<file path="src/rtl/sipo_stream_if.sv">
// Streaming handshake bundle for sipo_stream: serial input side plus word output side.
interface sipo_stream_if #(
    parameter int WIDTH = 8
);
    logic             in_valid;
    logic             serial_in;
    logic             in_ready;
    logic [WIDTH-1:0] out_data;
    logic             out_valid;
    logic             out_ready;

    // master = environment (bit source + word sink), slave = the deserialiser
    modport master (
        output in_valid, serial_in, out_ready,
        input  in_ready, out_data, out_valid
    );

    modport slave (
        input  in_valid, serial_in, out_ready,
        output in_ready, out_data, out_valid
    );
endinterface

</file>
<file path="src/rtl/sipo_stream.sv">
// Serial-in/parallel-out deserialiser with valid/ready on both sides and a
// one-word holding register so shifting continues while a word waits downstream.
module sipo_stream #(
    parameter int WIDTH     = 8,
    parameter bit LSB_FIRST = 1'b0,
    parameter int CNT_W     = $clog2(WIDTH)
) (
    input  logic             clk,
    input  logic             rst_n,
    input  logic             clear,
    sipo_stream_if.slave     bus,
    output logic [CNT_W-1:0] bit_count
);

    generate
        if (WIDTH < 2) begin : g_width_check
            $error("sipo_stream: WIDTH must be at least 2");
        end
    endgenerate

    localparam logic [CNT_W-1:0] LAST = CNT_W'(WIDTH - 1);

    logic [WIDTH-1:0] sreg;
    logic [WIDTH-1:0] shifted;
    logic [WIDTH-1:0] hold_data;
    logic             hold_valid;
    logic             last_bit;
    logic             accept;
    logic             drain;

    // Only the completing bit has to wait for the holding register to free up.
    assign last_bit    = (bit_count == LAST);
    assign bus.in_ready = !(last_bit && hold_valid && !bus.out_ready);
    assign accept      = bus.in_valid && bus.in_ready && !clear;
    assign drain       = hold_valid && bus.out_ready;

    assign bus.out_data  = hold_data;
    assign bus.out_valid = hold_valid;

    always_comb begin
        shifted = '0;
        if (LSB_FIRST) begin
            shifted = {bus.serial_in, sreg[WIDTH-1:1]};
        end else begin
            shifted = {sreg[WIDTH-2:0], bus.serial_in};
        end
    end

    always_ff @(posedge clk or negedge rst_n) begin
        if (!rst_n) begin
            sreg      <= '0;
            bit_count <= '0;
        end else if (clear) begin
            sreg      <= '0;
            bit_count <= '0;
        end else if (accept) begin
            sreg      <= shifted;
            bit_count <= last_bit ? '0 : bit_count + CNT_W'(1);
        end
    end

    // A load on the same edge as a drain wins, giving back-to-back words.
    always_ff @(posedge clk or negedge rst_n) begin
        if (!rst_n) begin
            hold_data  <= '0;
            hold_valid <= 1'b0;
        end else if (accept && last_bit) begin
            hold_data  <= shifted;
            hold_valid <= 1'b1;
        end else if (drain) begin
            hold_valid <= 1'b0;
        end
    end

endmodule

</file>
<file path="src/flat_wrapper.sv">
// flat-port wrapper written by rule: the top's interface ports become plain ports
module sipo_stream_flat 
#(
    parameter int WIDTH     = 8,
    parameter bit LSB_FIRST = 1'b0,
    parameter int CNT_W     = $clog2(WIDTH)
)
  (clk, rst_n, clear, bit_count, bus_in_valid, bus_serial_in, bus_out_ready, bus_in_ready, bus_out_data, bus_out_valid);
  sipo_stream_if #(.WIDTH(WIDTH)) bus_i ();
  input  logic clk;
  input  logic rst_n;
  input  logic clear;
  output logic [CNT_W-1:0] bit_count;
  input wire logic [$bits(bus_i.in_valid)-1:0] bus_in_valid;
  input wire logic [$bits(bus_i.serial_in)-1:0] bus_serial_in;
  input wire logic [$bits(bus_i.out_ready)-1:0] bus_out_ready;
  output wire logic [$bits(bus_i.in_ready)-1:0] bus_in_ready;
  output wire logic [$bits(bus_i.out_data)-1:0] bus_out_data;
  output wire logic [$bits(bus_i.out_valid)-1:0] bus_out_valid;
  assign bus_i.in_valid = bus_in_valid;
  assign bus_i.serial_in = bus_serial_in;
  assign bus_i.out_ready = bus_out_ready;
  assign bus_in_ready = bus_i.in_ready;
  assign bus_out_data = bus_i.out_data;
  assign bus_out_valid = bus_i.out_valid;
  sipo_stream #(.WIDTH(WIDTH), .LSB_FIRST(LSB_FIRST), .CNT_W(CNT_W)) u_core (.clk(clk), .rst_n(rst_n), .clear(clear), .bus(bus_i), .bit_count(bit_count));
endmodule
</file>
<file path="config.mk">
export PLATFORM = sky130hd
export DESIGN_NAME = sipo_stream_flat
export DESIGN_NICKNAME = d
export VERILOG_FILES = /design/src/rtl/sipo_stream_if.sv /design/src/rtl/sipo_stream.sv /design/src/flat_wrapper.sv
export SDC_FILE = /design/constraint.sdc
export NUM_CORES = 1
export LEC_CHECK = 0
export CAP_MARGIN = 20
export CORE_MARGIN = 2
export CORE_UTILIZATION = 40
export CTS_CLUSTER_DIAMETER = 120
export DETAILED_ROUTE_END_ITERATION = 10
export PLACE_DENSITY = 0.74
export SLEW_MARGIN = 20
export SYNTH_ARGS = -nofsm -noshare
export SYNTH_HDL_FRONTEND = slang
export SYNTH_SLANG_ARGS = --single-unit
export TNS_END_PERCENT = 1
</file>
<file path="constraint.sdc">
create_clock -name clk -period 3 [get_ports clk]
set_input_delay 0.6 -clock clk [delete_from_list [all_inputs] [get_ports clk]]
set_output_delay 0.6 -clock clk [all_outputs]
set_load 0.05 [all_outputs]
</file>
==> metrics.yaml, run 1 <==
grt_pass1_vias: 514
fmax_ghz: 0.437
drive_gt1_share_pct: 20.0
end_kind: "output pin"
grt_overflow: 0
dp_hpwl_um: 1060
rows: 16
die_w_um: 48.6
cts_made_buffers: 3
finClkSkew_ns: 0.00575
insertion_delay_ns: 0.30
grt_max_degree: 20
syn_nets: 62
ctsResizeCount: 0
maxCapViolCount: 0
drc: 0
grt_pass1_wl_um: 2350
drt-total-wl_um: 1420
synthCells: 54
synth_top_area_share_pct: 59.7
final_util_pct: 53.5
finalCriticalPeriod_ns: 2.29
avgSynthCellArea_um2: 14.8
drv_slew: 0
syn2layout_area_growth_pct: 28.9
io_pins: 19
post_cts_buffers: 0
die_area_mm2: 0.00237
design.core.area_mm2: 0.00192
port-buffer-count: 18
peakVddDrop_mv: 0.273
synth.most_common_cell: "dfrtp_1"
critPathArrivalTime_ns: 1.69
place_congestion: 0.697
setup_tns_ns: 0
synth_top_flop_cell: "dfrtp_1"
grt_usage_pct: 13.4
wl_per_cell_um: 13.9
ys_ff_latch: 19
clk_pin_slew_ns: 0.10
grt_use_met2_pct: 20.1
crit_required_ns: 2.40
fin_cells: 102
synth_area_um2: 797
min_period_over_period_pct: 76.3
dp.cells: 98
synth-edff-count: 0
top_usage_layer: "met2"
globalRouteMet1Util_pct: 17.5
critPathKind: "register to output pin"
cp-start-kind: "register"
finish.net_count: 84
seq_area_frac_synth_pct: 59.7
ys_top_cells_by_area: "dfrtp_1, mux2_4, a22o_1, ha_1, buf_6"
clock_sinks: 19
initial_core_util_pct: 41.5
antenna_found_initial: 0
ant_nets: 0
diodes: 0
drt-pass1-iter-count: 1
yosysTopAreaCell: "dfrtp_1"
relSlewSlack_pct: 44.7
power.leakage_nw: 0.480
die_h_um: 48.6
via_count: 506
cts_max_path_buffers: 2
async_reset_ff_share_pct: 100
worstMarginPinSlew_ns: 0.827
hold_viol_final: 0
synth_cell_type_count: 17
hold_path_class: "register to register"
path_max_fanout: 5
drtIter0Drc: 0
cts_hold_buf: 0
htree_num_levels: 1
outcome: "finished clean"
met3_usage_pct: 1.23
grt_setup_unrepaired: "no"
finalSetupViolations: 0
vias_per_cell: 4.96
cts-root-buf: "clkbuf_4"
yosys-top-cells-count: "dfrtp_1, a22o_1, mux2_4"
cts_tree: "done"
power.density_mw_per_mm2: 418
yosys_warnings: 0
==> where the power goes <==
part           total [mW]  leakage [nW]  switching (mW)  internal [mW]
Combinational      0.0365         0.202          0.0220         0.0145
Clock               0.130        0.0139          0.0795         0.0507
Sequential          0.263         0.263         0.00308          0.260
Total               0.429         0.480           0.105          0.325
==> critical path, cell delays in order, from the launching register on <==
cell and delay (ns):
dfrtp_1 0.42, ha_1 0.21, ha_1 0.22, and3b_1 0.24, inv_1 0.10, buf_4 0.20
==> cell families after synthesis <==
| logic type | count (synthesis) | share of synthesized area [%] |
|---|---|---|
| compound gates | 13 | 12.4 |
| fa+ha+maj | 2 | 3.14 |
| buf+inv | 3 | 2.36 |
| flops | 19 | 59.7 |
| mux | 8 | 15.1 |
| simple gates | 9 | 7.38 |
==> final cells by class <==
cell class,count,area [um2]
fillers,170,895
clock buffers,3,22.5
well taps,27,33.8
clock inverters,1,7.51
multi-input cells,32,303
flip-flops and latches,19,475
inverters,2,7.51
repair buffers,18,178
==> sequential cells by signal, indices dropped and copies added, names as in the netlist <==
register              count
u_core.bus.out_data       8
u_core.sreg               7
u_core.bit_count          3
u_core.bus.out_valid      1
==> path summary, 6_finish.rpt <==
path / to / depth (start not counted) / startpoint / slack, ns
setup reg to reg: u_core.sreg[5] / 5 / u_core.bit_count[0] / 1.20
min in group asynchronous: u_core.bus.out_data[3] / 1 / rst_n / 0.77
max in group asynchronous: u_core.sreg[5] / 1 / rst_n / 1.72
setup / recovery: bus_in_ready / 5 / u_core.bit_count[0] / 0.71
hold / removal: u_core.sreg[6] / 1 / u_core.sreg[6] / 0.51
hold reg to reg: u_core.sreg[6] / 1 / u_core.sreg[6] / 0.51
==> cell usage in the layout, fill, tap and decap left out, drive strengths merged <==
master	Yosys	routed
dfrtp	19	19
clkdlybuf4s50	0	17
mux2	8	8
a22o	8	8
clkbuf	0	3
a21oi	3	3
inv	2	2
o21ai	2	2
nand2	2	2
ha	2	2
and3b	1	1
nand2b	1	1
nor2b	1	1
and3	1	1
nor3	1	1
nand3b	1	1
or3	1	1
clkinvlp	0	1
buf	1	1
==> layer usage <==
metal / share of wire (%) / up-vias
met1: 44 / 249
met2: 50 / 14
li1: - / 239
met3: 3.0 / 4
met5: 0 / -
met4: 3.1 / 0
==> stage by stage <==
step | worst slack [ns] | hold slack, ns | power (mW) | area, um2
floorplan | 0.792 | 0.304 | 0.284 | 797
global placement | 0.731 | 0.488 | 0.304 | 997
detailed placement | 0.704 | 0.486 | 0.305 | 997
CTS | 0.686 | 0.516 | 0.436 | 1030
global route | 0.611 | 0.544 | 0.451 | 1030
finish | 0.712 | 0.510 | 0.429 | 1030
No activity file was read; power rests on OpenSTA's default activity.
==> run 2, diff against run 1 <==
--- a/config.mk
+++ b/config.mk
@@ -10,7 +10,7 @@
 export CORE_UTILIZATION = 40
 export CTS_CLUSTER_DIAMETER = 120
 export DETAILED_ROUTE_END_ITERATION = 10
-export PLACE_DENSITY = 0.74
+export PLACE_DENSITY = 0.76
 export SLEW_MARGIN = 20
 export SYNTH_ARGS = -nofsm -noshare
 export SYNTH_HDL_FRONTEND = slang
==> constraint.sdc (replaced) <==
create_clock -name clk -period 2.01 [get_ports clk]
set_input_delay 0.402 -clock clk [delete_from_list [all_inputs] [get_ports clk]]
set_output_delay 0.402 -clock clk [all_outputs]
set_load 0.05 [all_outputs]
==> metrics.yaml, run 2 (synthesis gave the netlist of run 1 again) <==
crit_required_ns: 1.61
syn2layout_area_growth_pct: 45.5
wl_per_cell_um: 14.1
initial_core_util_pct: 41.5
finClkSkew_ns: 0.00361
hold_slack_ns: 0.428
seqPwrFrac_pct: 60.5
end_kind: "output pin"
vias_per_cell: 4.95
swShare_pct: 23.6
htree_num_levels: 1
clk_pin_slew_ns: 0.10
antenna_found_initial: 0
worstMarginPinSlew_ns: 0.502
cts_tree: "done"
design.core.area_mm2: 0.00192
die_w_um: 48.6
die_h_um: 48.6
fmax_ghz: 0.509
setup_tns_ns: 0
largest_register_ffs: 8
intPower_uw: 498
drtIter0Drc: 6
switching_power_uw: 153
grt_overflow: 0
drt-total-wl_um: 1570
path_max_fanout: 5
rows: 16
cts_hold_buf: 0
maxCapViolCount: 0
io_pins: 19
finalCriticalPeriod_ns: 1.96
final_cell_mix: "clkdlybuf4s50_1, dfrtp_1, mux2_4, a22o_1, buf_4"
rrSetupSlack_ns: 0.16
cts_made_buffers: 3
comb_power_share_pct: 10.8
drv_slew: 0
power.density_mw_per_mm2: 561
final_util_pct: 60.4
reg2reg_to: "u_core.bit_count[2]"
grt_pass1_vias: 563
hold_path_class: "input port to async pin"
worstRegToRegCells: 8
finalSetupViolations: 0
ant_nets: 0
dpl_cell_area_mm2: 0.00107
min_period_over_period_pct: 97.7
clock_sinks: 19
regToRegStartpoint: "u_core.bit_count[1]"
grt_use_met2_pct: 21.5
cp-start-kind: "register"
finish.net_count: 93
met3_usage_pct: 1.85
fillers: 163
grt_max_degree: 20
relSlewSlack_pct: 66.4
design_area_mm2: 0.00116
dp_hpwl_um: 1030
power.leakage_nw: 0.539
cts-root-buf: "clkbuf_4"
critPathArrivalTime_ns: 1.56
insertion_delay_ns: 0.29
diodes: 0
critPathKind: "register to output pin"
cts_max_path_buffers: 2
drt-pass1-iter-count: 4
grt_pass1_wl_um: 2460
top_usage_layer: "met2"
place_congestion: 0.707
port-buffer-count: 18
outcome: "finished clean"
via_count: 550
hold_viol_final: 0
globalRouteMet1Util_pct: 18.4
drc: 0
die_area_mm2: 0.00237
peakVddDrop_mv: 0.425
grt_usage_pct: 13.4
drive_gt1_share_pct: 35.7
finalPower_uw: 651
p_clk_share_pct: 28.7
==> run 2: changes by cell type in the layout (fill, tap and decap cells not counted), moves of 2 or more <==
cell	change
dfrtp_1	-3
buf_4	+7
dfrtp_2	+3
buf_12	+2
ha_4	+2
ha_1	-2
==> run 2: worst max-delay path, cell delays in order, from the launching register on <==
cell	delay [ns]
dfrtp_2	0.45
ha_4	0.17
ha_4	0.16
and3b_2	0.24
clkinvlp_4	0.11
buf_12	0.14
==> run 2: per-layer routing <==
metal / vias up / routed length [um]
met2: 15 / 772
met4: 0 / 0
met1: 277 / 745
met5: - / 0
met3: 0 / 47
li1: 258 / -
==> run 2: power groups by stage <==
stage / Combinational (mW) / Clock [mW] / Sequential [mW]
2_1_floorplan: 0.0155 / 0 / 0.410
3_3_place_gp: 0.0613 / 0 / 0.400
3_5_place_dp: 0.0627 / 0 / 0.400
4_1_cts: 0.0680 / 0.197 / 0.392
5_1_grt: 0.0753 / 0.215 / 0.395
6_report: 0.0700 / 0.187 / 0.394
==> run 2: cell type report <==
type,count,area [um2],share of cell area (%)
inverter,2,11.3,0.971
timing repair buffer,27,273,23.5
clock buffer,4,26.3,2.27
multi-input combinational,32,337,29.0
sequential,19,479,41.3
tap,27,33.8,2.91
==> run 2: repair_timing <==
| action | CTS | global route |
|---|---|---|
| gates resized for setup | 2 | 4 |
| endpoints found under the setup margin | 1 | 2 |
| buffers inserted | 3 | 1 |
| pin swaps | 1 | 0 |
==> run 2: how the worst max path moves through the flow <==
| stage | startpoint | endpoint | slack (ns) | cells after the start |
|---|---|---|---|---|
| finish | u_core.bit_count[1] | bus_in_ready | 0.05 | 5 |
| global route | u_core.bit_count[1] | bus_in_ready | -0.006 | 5 |
| CTS | u_core.bit_count[0] | bus_in_ready | 0.01 | 5 |
| detailed placement | bus_out_ready | bus_in_ready | 0.12 | 4 |
| global placement | bus_out_ready | bus_in_ready | 0.12 | 4 |
| floorplan | u_core.bit_count[0] | u_core.bit_count[2] | 0.04 | 6 |
==> run 2: per-stage QoR <==
step	instances	setup WS [ns]
after floorplan	54	0.0418
after global placement	103	0.116
after detailed placement	103	0.119
after CTS	110	0.0108
after global routing	111	-0.00640
final	111	0.0465
==> run 3, diff against run 2 <==
--- a/config.mk
+++ b/config.mk
@@ -10,7 +10,9 @@
 export CORE_UTILIZATION = 40
 export CTS_CLUSTER_DIAMETER = 120
 export DETAILED_ROUTE_END_ITERATION = 10
+export GPL_ROUTABILITY_DRIVEN = 0
 export PLACE_DENSITY = 0.76
+export RECOVER_POWER = 25
 export SLEW_MARGIN = 20
 export SYNTH_ARGS = -nofsm -noshare
 export SYNTH_HDL_FRONTEND = slang
==> metrics.yaml, run 3 (synthesis gave the netlist of run 1 again) <==
end_kind: "output pin"
die_h_um: 48.6
worstRegToRegCells: 8
regArea_um2: 479
antenna_found_initial: 0
io_pins: 19
critPathArrivalTime_ns: 1.56
finalCriticalPeriod_ns: 1.96
cts_tree: "done"
htree_num_levels: 1
cts_hold_buf: 0
multiInputGateArea_um2: 337
port-buffer-count: 18
insertion_delay_ns: 0.29
largest_register_ffs: 8
peakVddDrop_mv: 0.424
worstMarginPinSlew_ns: 1.02
via_count: 550
hold_viol_final: 0
fmax_ghz: 0.509
wl_per_cell_um: 14.1
final_util_pct: 60.2
grt_pass1_vias: 563
min-delay-start: "u_core.sreg[6]"
grt_overflow: 0
grt_pass1_wl_um: 2460
cts_max_path_buffers: 2
rows: 16
power.leakage_nw: 0.535
die_area_mm2: 0.00237
hold-path-endpoint: "u_core.sreg[6]"
grt_max_degree: 20
drive_gt1_share_pct: 34.5
syn2layout_area_growth_pct: 45.1
crit_start: "u_core.bit_count[1]"
vias_per_cell: 4.95
relSlewSlack_pct: 32.3
setup_tns_ns: 0
cts-root-buf: "clkbuf_4"
initial_core_util_pct: 41.5
drv_slew: 0
drc: 0
clock_sinks: 19
hold_path_class: "register to register"
maxCapViolCount: 0
min_period_over_period_pct: 97.7
power.density_mw_per_mm2: 562
final_common_cell: "dfrtp_1"
ant_nets: 0
drt-total-wl_um: 1570
final_cell_mix: "dfrtp_1, clkdlybuf4s50_1, mux2_4, a22o_1, buf_4"
design.core.area_mm2: 0.00192
critPathKind: "register to output pin"
grt_usage_pct: 13.4
dp_hpwl_um: 1030
clk_pin_slew_ns: 0.10
crit_required_ns: 1.61
diodes: 0
rrSetupSlack_ns: 0.16
cp-start-kind: "register"
path_max_fanout: 5
finalSetupViolations: 0
cts_made_buffers: 3
finClkSkew_ns: 0.00361
finish.net_count: 93
hold_depth: 1
drt-pass1-iter-count: 4
regToRegStartpoint: "u_core.bit_count[1]"
reg2reg_to: "u_core.bit_count[2]"
drtIter0Drc: 6
fillers: 162
die_w_um: 48.6
outcome: "finished clean"
[run 3: cell types whose count changed in the layout (fill, tap and decap cells not counted), sizes merged]
cell,before,now
buf,10,9
clkdlybuf4s50,16,15
clkbuf,4,5
dlygate4sd3,0,1
[run 3: per-stage QoR]
stage	hold WS (ns)	setup WS [ns]	total power, mW	std cells	area [um2]
6_report	0.515	0.0465	0.650	111	1160
5_1_grt	0.538	-0.00640	0.684	111	1160
4_1_cts	0.426	0.0108	0.658	110	1130
3_5_place_dp	0.492	0.119	0.463	103	1070
3_3_place_gp	0.487	0.116	0.461	103	1070
2_1_floorplan	0.106	0.0418	0.426	54	812
[run 3: worst max-delay path by stage]
| stage | end | cells past startpoint | slack (ns) |
|---|---|---|---|
| floorplan | u_core.bit_count[2] | 6 | 0.04 |
| global placement | bus_in_ready | 4 | 0.12 |
| detailed placement | bus_in_ready | 4 | 0.12 |
| CTS | bus_in_ready | 5 | 0.01 |
| global route | bus_in_ready | 5 | -0.006 |
| finish | bus_in_ready | 5 | 0.05 |
[run 3: layout make-up]
| type | count | area share [%] |
|---|---|---|
| clock buffers | 4 | 2.27 |
| inverters | 2 | 0.974 |
| multi-input cells | 32 | 29.1 |
| flip-flops and latches | 19 | 41.5 |
| well taps | 27 | 2.92 |
| repair buffers | 27 | 23.3 |
[run 3: metal layers]
metal | vias up | track usage [%] | share of wire, %
met5 | - | 0 | 0
met1 | 277 | 18.4 | 48
met3 | 0 | 1.85 | 3.0
met4 | 0 | 5.71 | 0
li1 | 258 | - | -
met2 | 15 | 21.5 | 49
[run 3: critical path: stages, from the launching register on]
cell and delay, ns:
dfrtp_2 0.45, ha_4 0.17, ha_4 0.16, and3b_2 0.24, clkinvlp_4 0.11, buf_12 0.14
[run 3: timing repair]
action	4_1_cts	5_1_grt
resized for setup	2	4
pin swaps	1	0
endpoints found under the setup margin	1	2
buffers inserted	3	1
[run 3: report_power, final]
part	leakage [nW]	switching, mW	internal [mW]
Sequential	0.259	0.00611	0.388
Clock	0.0150	0.110	0.0772
Combinational	0.262	0.0374	0.0312
Total	0.535	0.153	0.496
